[config.mk]
export PLATFORM = sky130hd
export DESIGN_NAME = instr_fetch_queue
export DESIGN_NICKNAME = d
export VERILOG_FILES = /design/src/rtl/instr_fetch_queue.sv
export SDC_FILE = /design/constraint.sdc
export NUM_CORES = 1
export LEC_CHECK = 0
export CELL_PAD_IN_SITES_DETAIL_PLACEMENT = 0
export CELL_PAD_IN_SITES_GLOBAL_PLACEMENT = 2
export CORE_MARGIN = 2
export CORE_UTILIZATION = 38
export CTS_CLUSTER_SIZE = 16
export DETAILED_ROUTE_END_ITERATION = 12
export PLACE_DENSITY_LB_ADDON = 0.1
export SLEW_MARGIN = 10
export SYNTH_ARGS = -nofsm -noshare
export SYNTH_HDL_FRONTEND = slang
export SYNTH_SLANG_ARGS = --single-unit
export TNS_END_PERCENT = 100
[constraint.sdc]
create_clock -name clk -period 2.2 [get_ports clk]
set_input_delay 0.44 -clock clk [delete_from_list [all_inputs] [get_ports clk]]
set_output_delay 0.44 -clock clk [all_outputs]
set_load 0.01 [all_outputs]
[src/rtl/instr_fetch_queue.sv]
// Instruction fetch front-end: owns the fetch PC, issues synchronous ROM reads and buffers
// the returned instructions (tagged with their PC) in a small FIFO for the decode stage.
module instr_fetch_queue #(
   parameter int unsigned ADDR_W  = 6,
   parameter int unsigned INSTR_W = 49,
   parameter int unsigned DEPTH   = 4,
   parameter int unsigned ROM_LAT = 1
) (
   input  logic               clk,
   input  logic               rst,
   input  logic               redirect,
   input  logic [ADDR_W-1:0]  redirect_pc,
   output logic               rom_en,
   output logic [ADDR_W-1:0]  rom_addr,
   input  logic [INSTR_W-1:0] rom_data,
   output logic               out_valid,
   output logic [INSTR_W-1:0] out_instr,
   output logic [ADDR_W-1:0]  out_pc,
   input  logic               out_ready,
   output logic [ADDR_W-1:0]  fetch_pc
);

   localparam int unsigned PTR_W   = $clog2(DEPTH);
   localparam int unsigned CNT_W   = $clog2(DEPTH + 1);
   localparam int unsigned SUM_W   = CNT_W + 2;
   localparam int unsigned ENTRY_W = INSTR_W + ADDR_W;

   logic [ADDR_W-1:0]  fetch_pc_q, fetch_pc_d;
   logic [CNT_W-1:0]   count_q, count_d;
   logic [PTR_W-1:0]   wptr_q, wptr_d;
   logic [PTR_W-1:0]   rptr_q, rptr_d;
   logic [ROM_LAT-1:0] infl_q, infl_d;
   logic [ADDR_W-1:0]  tag_q [ROM_LAT];
   logic [ADDR_W-1:0]  tag_d [ROM_LAT];
   logic [ENTRY_W-1:0] mem_q [DEPTH];
   logic [ENTRY_W-1:0] mem_d [DEPTH];

   logic [SUM_W-1:0]   inflight;
   logic               push;
   logic               pop;

   always_comb begin
      inflight = '0;
      for (int i = 0; i < ROM_LAT; i++) begin
         inflight = inflight + SUM_W'(infl_q[i]);
      end
   end

   // Reads already in flight reserve FIFO space, so a returning word can always be stored.
   assign rom_en    = !redirect && ((SUM_W'(count_q) + inflight) < SUM_W'(DEPTH));
   assign rom_addr  = fetch_pc_q;
   assign fetch_pc  = fetch_pc_q;

   assign out_valid = (count_q != '0);
   assign {out_instr, out_pc} = mem_q[rptr_q];

   assign push = infl_q[ROM_LAT-1];
   assign pop  = out_valid && out_ready;

   always_comb begin
      fetch_pc_d = fetch_pc_q;
      count_d    = count_q;
      wptr_d     = wptr_q;
      rptr_d     = rptr_q;
      mem_d      = mem_q;
      infl_d[0]  = rom_en;
      tag_d[0]   = fetch_pc_q;
      for (int i = 1; i < ROM_LAT; i++) begin
         infl_d[i] = infl_q[i-1];
         tag_d[i]  = tag_q[i-1];
      end

      if (redirect) begin
         // Redirect wins over everything: drop queued, returning and same-edge popped entries.
         fetch_pc_d = redirect_pc;
         count_d    = '0;
         wptr_d     = '0;
         rptr_d     = '0;
         infl_d     = '0;
      end else begin
         if (rom_en) begin
            fetch_pc_d = fetch_pc_q + ADDR_W'(1);
         end
         if (push) begin
            mem_d[wptr_q] = {rom_data, tag_q[ROM_LAT-1]};
            wptr_d        = wptr_q + PTR_W'(1);
         end
         if (pop) begin
            rptr_d = rptr_q + PTR_W'(1);
         end
         case ({push, pop})
            2'b10:   count_d = count_q + CNT_W'(1);
            2'b01:   count_d = count_q - CNT_W'(1);
            default: count_d = count_q;
         endcase
      end
   end

   always_ff @(posedge clk or negedge rst) begin
      if (!rst) begin
         fetch_pc_q <= '0;
         count_q    <= '0;
         wptr_q     <= '0;
         rptr_q     <= '0;
         infl_q     <= '0;
         for (int i = 0; i < ROM_LAT; i++) begin
            tag_q[i] <= '0;
         end
         for (int i = 0; i < DEPTH; i++) begin
            mem_q[i] <= '0;
         end
      end else begin
         fetch_pc_q <= fetch_pc_d;
         count_q    <= count_d;
         wptr_q     <= wptr_d;
         rptr_q     <= rptr_d;
         infl_q     <= infl_d;
         tag_q      <= tag_d;
         mem_q      <= mem_d;
      end
   end

endmodule

==> results of run 1 <==
==> where the power goes <==
group | internal [W] | switching [W] | leakage, nW
Clock | 0.00294 | 0.00181 | 0.475
Sequential | 0.00651 | 0.00126 | 2.99
Combinational | 0.00633 | 0.00316 | 3.52
Total | 0.0158 | 0.00622 | 6.98
==> cell usage in the layout (no fill, tap or decap), types with 2 or more instances in the layout <==
cell type / count
nand2_1: 4
clkbuf_16: 29
clkbuf_1: 8
nor2_2: 2
mux2i_1: 3
inv_1: 5
dfrtp_4: 2
dfrtp_1: 235
ha_1: 5
buf_2: 14
buf_16: 3
clkdlybuf4s50_1: 69
clkinv_2: 4
xnor2_1: 3
a31oi_1: 5
or3_2: 3
nor2_1: 9
buf_8: 2
nand4_1: 2
nand3_1: 4
buf_4: 18
mux4_2: 55
buf_6: 47
clkbuf_8: 9
mux2_2: 20
o21ai_0: 4
xor2_1: 2
nand2_8: 4
bufinv_16: 2
mux2_4: 201
buf_12: 29
dfrtp_2: 3
==> cell families after synthesis <==
logic type,share of synthesized area
fa+ha+maj,0.00725
xor+xnor,0.00384
buf+inv,0.0347
flops,0.527
mux,0.396
simple gates,0.0205
compound gates,0.0107
==> repair_timing <==
action                                 CTS  global route
hold buffers                             1             0
resized for setup                      282            19
cloned                                   3             0
pin swaps                                0             2
endpoints found under the hold margin   58             0
buffers inserted                        13             3
setup endpoints to repair               58            58
==> sequential cells by signal (all words and copies together), names as in the netlist <==
register,cells
mem_q,220
fetch_pc,6
tag_q,6
count_q,3
rptr_q,2
wptr_q,2
infl_q,1
==> per-stage QoR <==
| step | setup WS (ns) | cell area [µm²] | power (W) |
|---|---|---|---|
| finish | -0.297 | 14600 | 0.0220 |
| global route | -0.357 | 14600 | 0.0232 |
| CTS | -0.320 | 14600 | 0.0222 |
| detailed placement | -0.265 | 13400 | 0.0168 |
| global placement | -0.204 | 13400 | 0.0165 |
| floorplan | 0.0476 | 11400 | 0.0133 |
==> cell type report <==
type / instances / area, µm²
Fill cell: 2469 / 14900
Tap cell: 390 / 488
Multi-Input combinational cell: 340 / 5020
Clock inverter: 6 / 80.1
Inverter: 5 / 18.8
Sequential cell: 240 / 6020
Timing Repair Buffer: 183 / 2130
Clock buffer: 46 / 880
==> worst paths after layout <==
kind                                startpoint             to  slack, ns  depth (start not counted)
worst max register to register      count_q[1]     count_q[2]       0.07                          6
max in group asynchronous                  rst      mem_q[79]       0.96                          3
min in group clk                redirect_pc[1]    fetch_pc[1]       0.48                          3
worst min-delay path                       rst     mem_q[186]       0.43                          2
worst max-delay path                 rptr_q[0]  out_instr[27]      -0.30                          5
worst min register to register     fetch_pc[5]       tag_q[5]       0.48                          0
==> cells in the mapped netlist (all sizes together) <==
master | number | area share
mux2i | 3 | 0.0026
xnor2 | 3 | 0.0023
mux4 | 55 | 0.11
buf | 39 | 0.032
o311ai | 1 | 0.00077
a21o | 1 | 0.00066
or4 | 1 | 0.00066
a31o | 1 | 0.00077
dfrtp | 240 | 0.53
xor2 | 2 | 0.0015
nor3b | 1 | 0.00066
mux2 | 221 | 0.28
o31ai | 2 | 0.0025
nand3 | 4 | 0.0018
o2111ai | 1 | 0.00077
or3 | 3 | 0.0020
ha | 5 | 0.0055
o211ai | 1 | 0.00066
nand4 | 2 | 0.0011
nor2 | 12 | 0.0040
nor2b | 1 | 0.00055
clkbuf | 4 | 0.0013
o21ai | 4 | 0.0018
a31oi | 5 | 0.0027
and2b | 1 | 0.00066
or4b | 1 | 0.00088
fa | 1 | 0.0018
nand2 | 8 | 0.0083
inv | 5 | 0.0016
==> layer usage <==
layer  wire length [µm]  up-vias  track usage
li1                   -     2660            -
met1              11800     3263        0.240
met2              12700      122        0.274
met3               1110       30       0.0260
met4                412        0       0.0379
met5                  0        -            0
==> flow_summary.json, run 1 <==
{
  "dp.cells": 1140,
  "crit_fanout": 5,
  "routed_wl_mm": 26.0,
  "syn_area_per_cell_um2": 18.1,
  "grt.total_usage": 0.169,
  "globalplace.congestion": 0.775,
  "vias_per_cell": 5.02,
  "core-area_um2": 29600,
  "die_h_um": 177,
  "clk_path_buf_depth": 3,
  "hold_viol_final": 0,
  "cts_sinks": 240,
  "cts-root-buf": "clkbuf_16",
  "syn_to_final_growth_pct": 28.4,
  "irDropWorstVdd_mv": 0.648,
  "violations": "negative setup slack",
  "antenna_found_initial": 0,
  "path_delay_family": "buffers and inverters",
  "critical_path.cell_chain": "buf_12 -> buf_16 -> buf_12 -> mux4_2 -> buf_6",
  "die_w_um": 177,
  "syn-num-nets": 693,
  "cpMostUsedCell": "buf_12",
  "finClkSkew_ns": 0.00866,
  "status": "complete, but fails checks",
  "power_density_nw_per_um2": 1500,
  "grt_max_degree": 69,
  "wl_per_cell_um": 21.5,
  "worstMarginPinSlew_ns": 0.544,
  "ant_nets": 0,
  "insertion_delay_ns": 0.54,
  "period_minus_slack_ns": 2.50,
  "holdWs_ns": 0.428,
  "fin_ws_ns": -0.297,
  "die_area_um2": 31400,
  "ioPinCount": 128,
  "end_kind": "output pin",
  "p_leak_nw": 6.98,
  "antenna_cells": 0,
  "maxSlewViolCount": 0,
  "drv_cap": 0,
  "row_count": 63,
  "critical_path_class": "flip-flop to output pin",
  "setup_viol": 55,
  "netlist_instances": 628,
  "grt_pass1_wl_mm": 41.1,
  "finalCoreUtilization": 0.495,
  "totalNegativeSetupSlack_ns": -11.05,
  "yosys_warnings": 0,
  "cts_tree": "yes",
  "finalNonFillerCells": 1210,
  "hold_class": "input pin to asynchronous set/reset pin",
  "seq_area_frac_synth": 0.527,
  "dr.first_iter.drc_count": 274,
  "synth_area_um2": 11400,
  "h-tree-depth": 1,
  "crit_required_ns": 1.76,
  "ys_ff_latch": 240,
  "vias": 6075,
  "fin_crit_sh": 1.14,
  "relSlewSlack": 0.637,
  "overflow": 0,
  "rsz0062_at_grt": "yes",
  "drcViolationCount": 0,
  "num-nets-final": 864,
  "yosysUniqueCellTypes": 35,
  "worst_setup_path_start_kind": "flip-flop",
  "start_util": 0.385,
  "port_buffers": 127,
  "drive_above_1_share": 0.551,
  "slowest_delay_ns": 0.50,
  "cts_buffers": 29,
  "clk_pin_slew_worst_paths_ns": 0.06,
  "hpwl_mm": 16.3,
  "max_freq_ghz": 0.400,
  "grt_pass1_vias": 6923,
  "arrival_ns": 2.06,
  "first_pass_iters": 4,
  "critPathBufInv": 4,
  "slowest_stage": "dfrtp_4"
}
Note: power is estimated with default switching activity, not from simulation.
==> inputs of run 2 (changes only) <==
--- a/config.mk
+++ b/config.mk
@@ -5,8 +5,10 @@
 export SDC_FILE = /design/constraint.sdc
 export NUM_CORES = 1
 export LEC_CHECK = 0
+export CAP_MARGIN = 30
 export CELL_PAD_IN_SITES_DETAIL_PLACEMENT = 0
 export CELL_PAD_IN_SITES_GLOBAL_PLACEMENT = 2
+export CORE_ASPECT_RATIO = 0.8
 export CORE_MARGIN = 2
 export CORE_UTILIZATION = 38
 export CTS_CLUSTER_SIZE = 16
==> flow_summary.json, run 2 (synthesis gave the netlist of run 1 again) <==
{
  "cts_tree": "yes",
  "dr.first_iter.drc_count": 175,
  "globalplace.congestion": 0.711,
  "critical_path.cell_chain": "buf_12 -> buf_12 -> buf_16 -> mux4_2 -> buf_6",
  "maxSlewViolCount": 0,
  "top_layer": "met4",
  "setup_viol": 55,
  "status": "complete, but fails checks",
  "h-tree-depth": 1,
  "wl_met2_mm": 12.1,
  "worstMarginPinSlew_ns": 0.390,
  "slowest_stage": "dfrtp_4",
  "hold_viol_final": 0,
  "drive_above_1_share": 0.555,
  "ant_nets": 0,
  "slowest_delay_ns": 0.52,
  "regMostFlops": "mem_q",
  "die_h_um": 159,
  "clk_path_buf_depth": 3,
  "die_area_um2": 31400,
  "irDropWorstVdd_mv": 0.681,
  "fin_crit_sh": 1.13,
  "dp_slack_ns": -0.221,
  "hold_class": "input pin to asynchronous set/reset pin",
  "routed_wl_mm": 26.1,
  "end_kind": "output pin",
  "crit_required_ns": 1.76,
  "arrival_ns": 2.05,
  "grt_pass1_wl_mm": 41.5,
  "relSlewSlack": 0.737,
  "r2r-start": "count_q[2]",
  "dp.cells": 1130,
  "num-nets-final": 863,
  "hpwl_mm": 16.5,
  "grt_max_degree": 72,
  "grt_pass1_vias": 6837,
  "vias_per_cell": 5.05,
  "period_minus_slack_ns": 2.49,
  "vias": 6016,
  "largest_reg_flops": 220,
  "row_count": 56,
  "worst_setup_path_start_kind": "flip-flop",
  "grt.total_usage": 0.169,
  "fin_ws_ns": -0.291,
  "wl_met3_um": 991,
  "final_common_cell": "dfrtp_1",
  "r2r_cells": 7,
  "port_buffers": 127,
  "die_w_um": 198,
  "crit_fanout": 5,
  "finClkSkew_ns": 0.00658,
  "drcViolationCount": 0,
  "clk_pin_slew_worst_paths_ns": 0.06,
  "first_pass_iters": 4,
  "r2r_slack_ns": 0.09,
  "final_cell_mix": "235 x dfrtp_1, 201 x mux2_4, 69 x clkdlybuf4s50_1, 55 x mux4_2, 47 x buf_6",
  "syn_to_final_growth_pct": 28.3,
  "r2r_end": "count_q[2]",
  "cpMostUsedCell": "buf_12",
  "cts_buffers": 27,
  "critical_path_class": "flip-flop to output pin",
  "overflow": 0,
  "core-area_um2": 29400,
  "p_leak_nw": 6.98,
  "cts-root-buf": "clkbuf_16",
  "wl_per_cell_um": 21.9,
  "ioPinCount": 128,
  "max_freq_ghz": 0.401,
  "n_fill_cell": 2447,
  "power_density_nw_per_um2": 1500,
  "met1_length_mm": 12.6,
  "rsz0062_at_grt": "yes",
  "start_util": 0.387,
  "insertion_delay_ns": 0.52,
  "drv_cap": 0,
  "cts_sinks": 240,
  "antenna_found_initial": 0,
  "finalNonFillerCells": 1192,
  "violations": "negative setup slack"
}
-- run 2: final cells by class --
type | instances | area (µm²) | area share
multi-input cells | 340 | 5020 | 0.344
repair buffers | 184 | 2170 | 0.149
flip-flops and latches | 240 | 6020 | 0.412
well taps | 377 | 472 | 0.0323
diodes | 1 | 2.50 | 0.000171
clock buffers | 35 | 766 | 0.0524
clock inverters | 10 | 150 | 0.0103
inverters | 5 | 18.8 | 0.00128
-- run 2: routing by layer --
metal	GRT usage	up-vias
li1	-	2659
met1	0.252	3217
met2	0.264	112
met3	0.0270	28
met4	0.0311	0
met5	0	-
-- run 2: through the flow --
step            util  TNS (ns)  instance area (µm²)  power, W  hold WS [ns]
3_5_place_dp   0.456    -12.00                13400    0.0168         0.366
4_1_cts        0.495    -14.20                14600    0.0222         0.399
2_1_floorplan      -         0                11400    0.0133         0.144
6_report       0.497    -10.79                14600    0.0220         0.403
3_3_place_gp   0.456    -10.30                13400    0.0165         0.358
5_1_grt        0.497    -14.58                14600    0.0232         0.421
-- run 2: how the worst max path moves through the flow --
stage	startpoint	cells past startpoint	to
after floorplan	count_q[2]	7	count_q[2]
after detailed placement	out_ready	7	count_q[2]
final	rptr_q[0]	5	out_instr[1]
after global placement	out_ready	7	count_q[2]
after CTS	rptr_q[0]	5	out_instr[1]
after global routing	rptr_q[0]	5	out_instr[0]
-- run 2: where the power goes --
group	total, W	switching, W	internal [W]
clock network	0.00467	0.00178	0.00289
registers	0.00778	0.00127	0.00651
logic	0.00955	0.00318	0.00636
-- run 2: critical path, delay by kind of cell (launching register included) --
kind                   cells  cell delay (ns)
buffers and inverters      4             0.56
DFF                        1             0.52
muxes                      1             0.45
-- run 2: what timing repair did --
| item | CTS | global route |
|---|---|---|
| gates resized for setup | 285 | 25 |
| endpoints found under the hold margin | 41 | 0 |
| buffers inserted | 12 | 2 |
| hold buffers | 1 | 0 |
| cloned | 6 | 0 |
| pin swaps | 0 | 2 |
| setup endpoints to repair | 57 | 57 |
==> inputs of run 3 (changes only) <==
--- a/config.mk
+++ b/config.mk
@@ -5,7 +5,6 @@
 export SDC_FILE = /design/constraint.sdc
 export NUM_CORES = 1
 export LEC_CHECK = 0
-export CAP_MARGIN = 30
 export CELL_PAD_IN_SITES_DETAIL_PLACEMENT = 0
 export CELL_PAD_IN_SITES_GLOBAL_PLACEMENT = 2
 export CORE_ASPECT_RATIO = 0.8
==> results of run 3 <==
No change in the layout: final DEF, timing and power equal those of run 2.
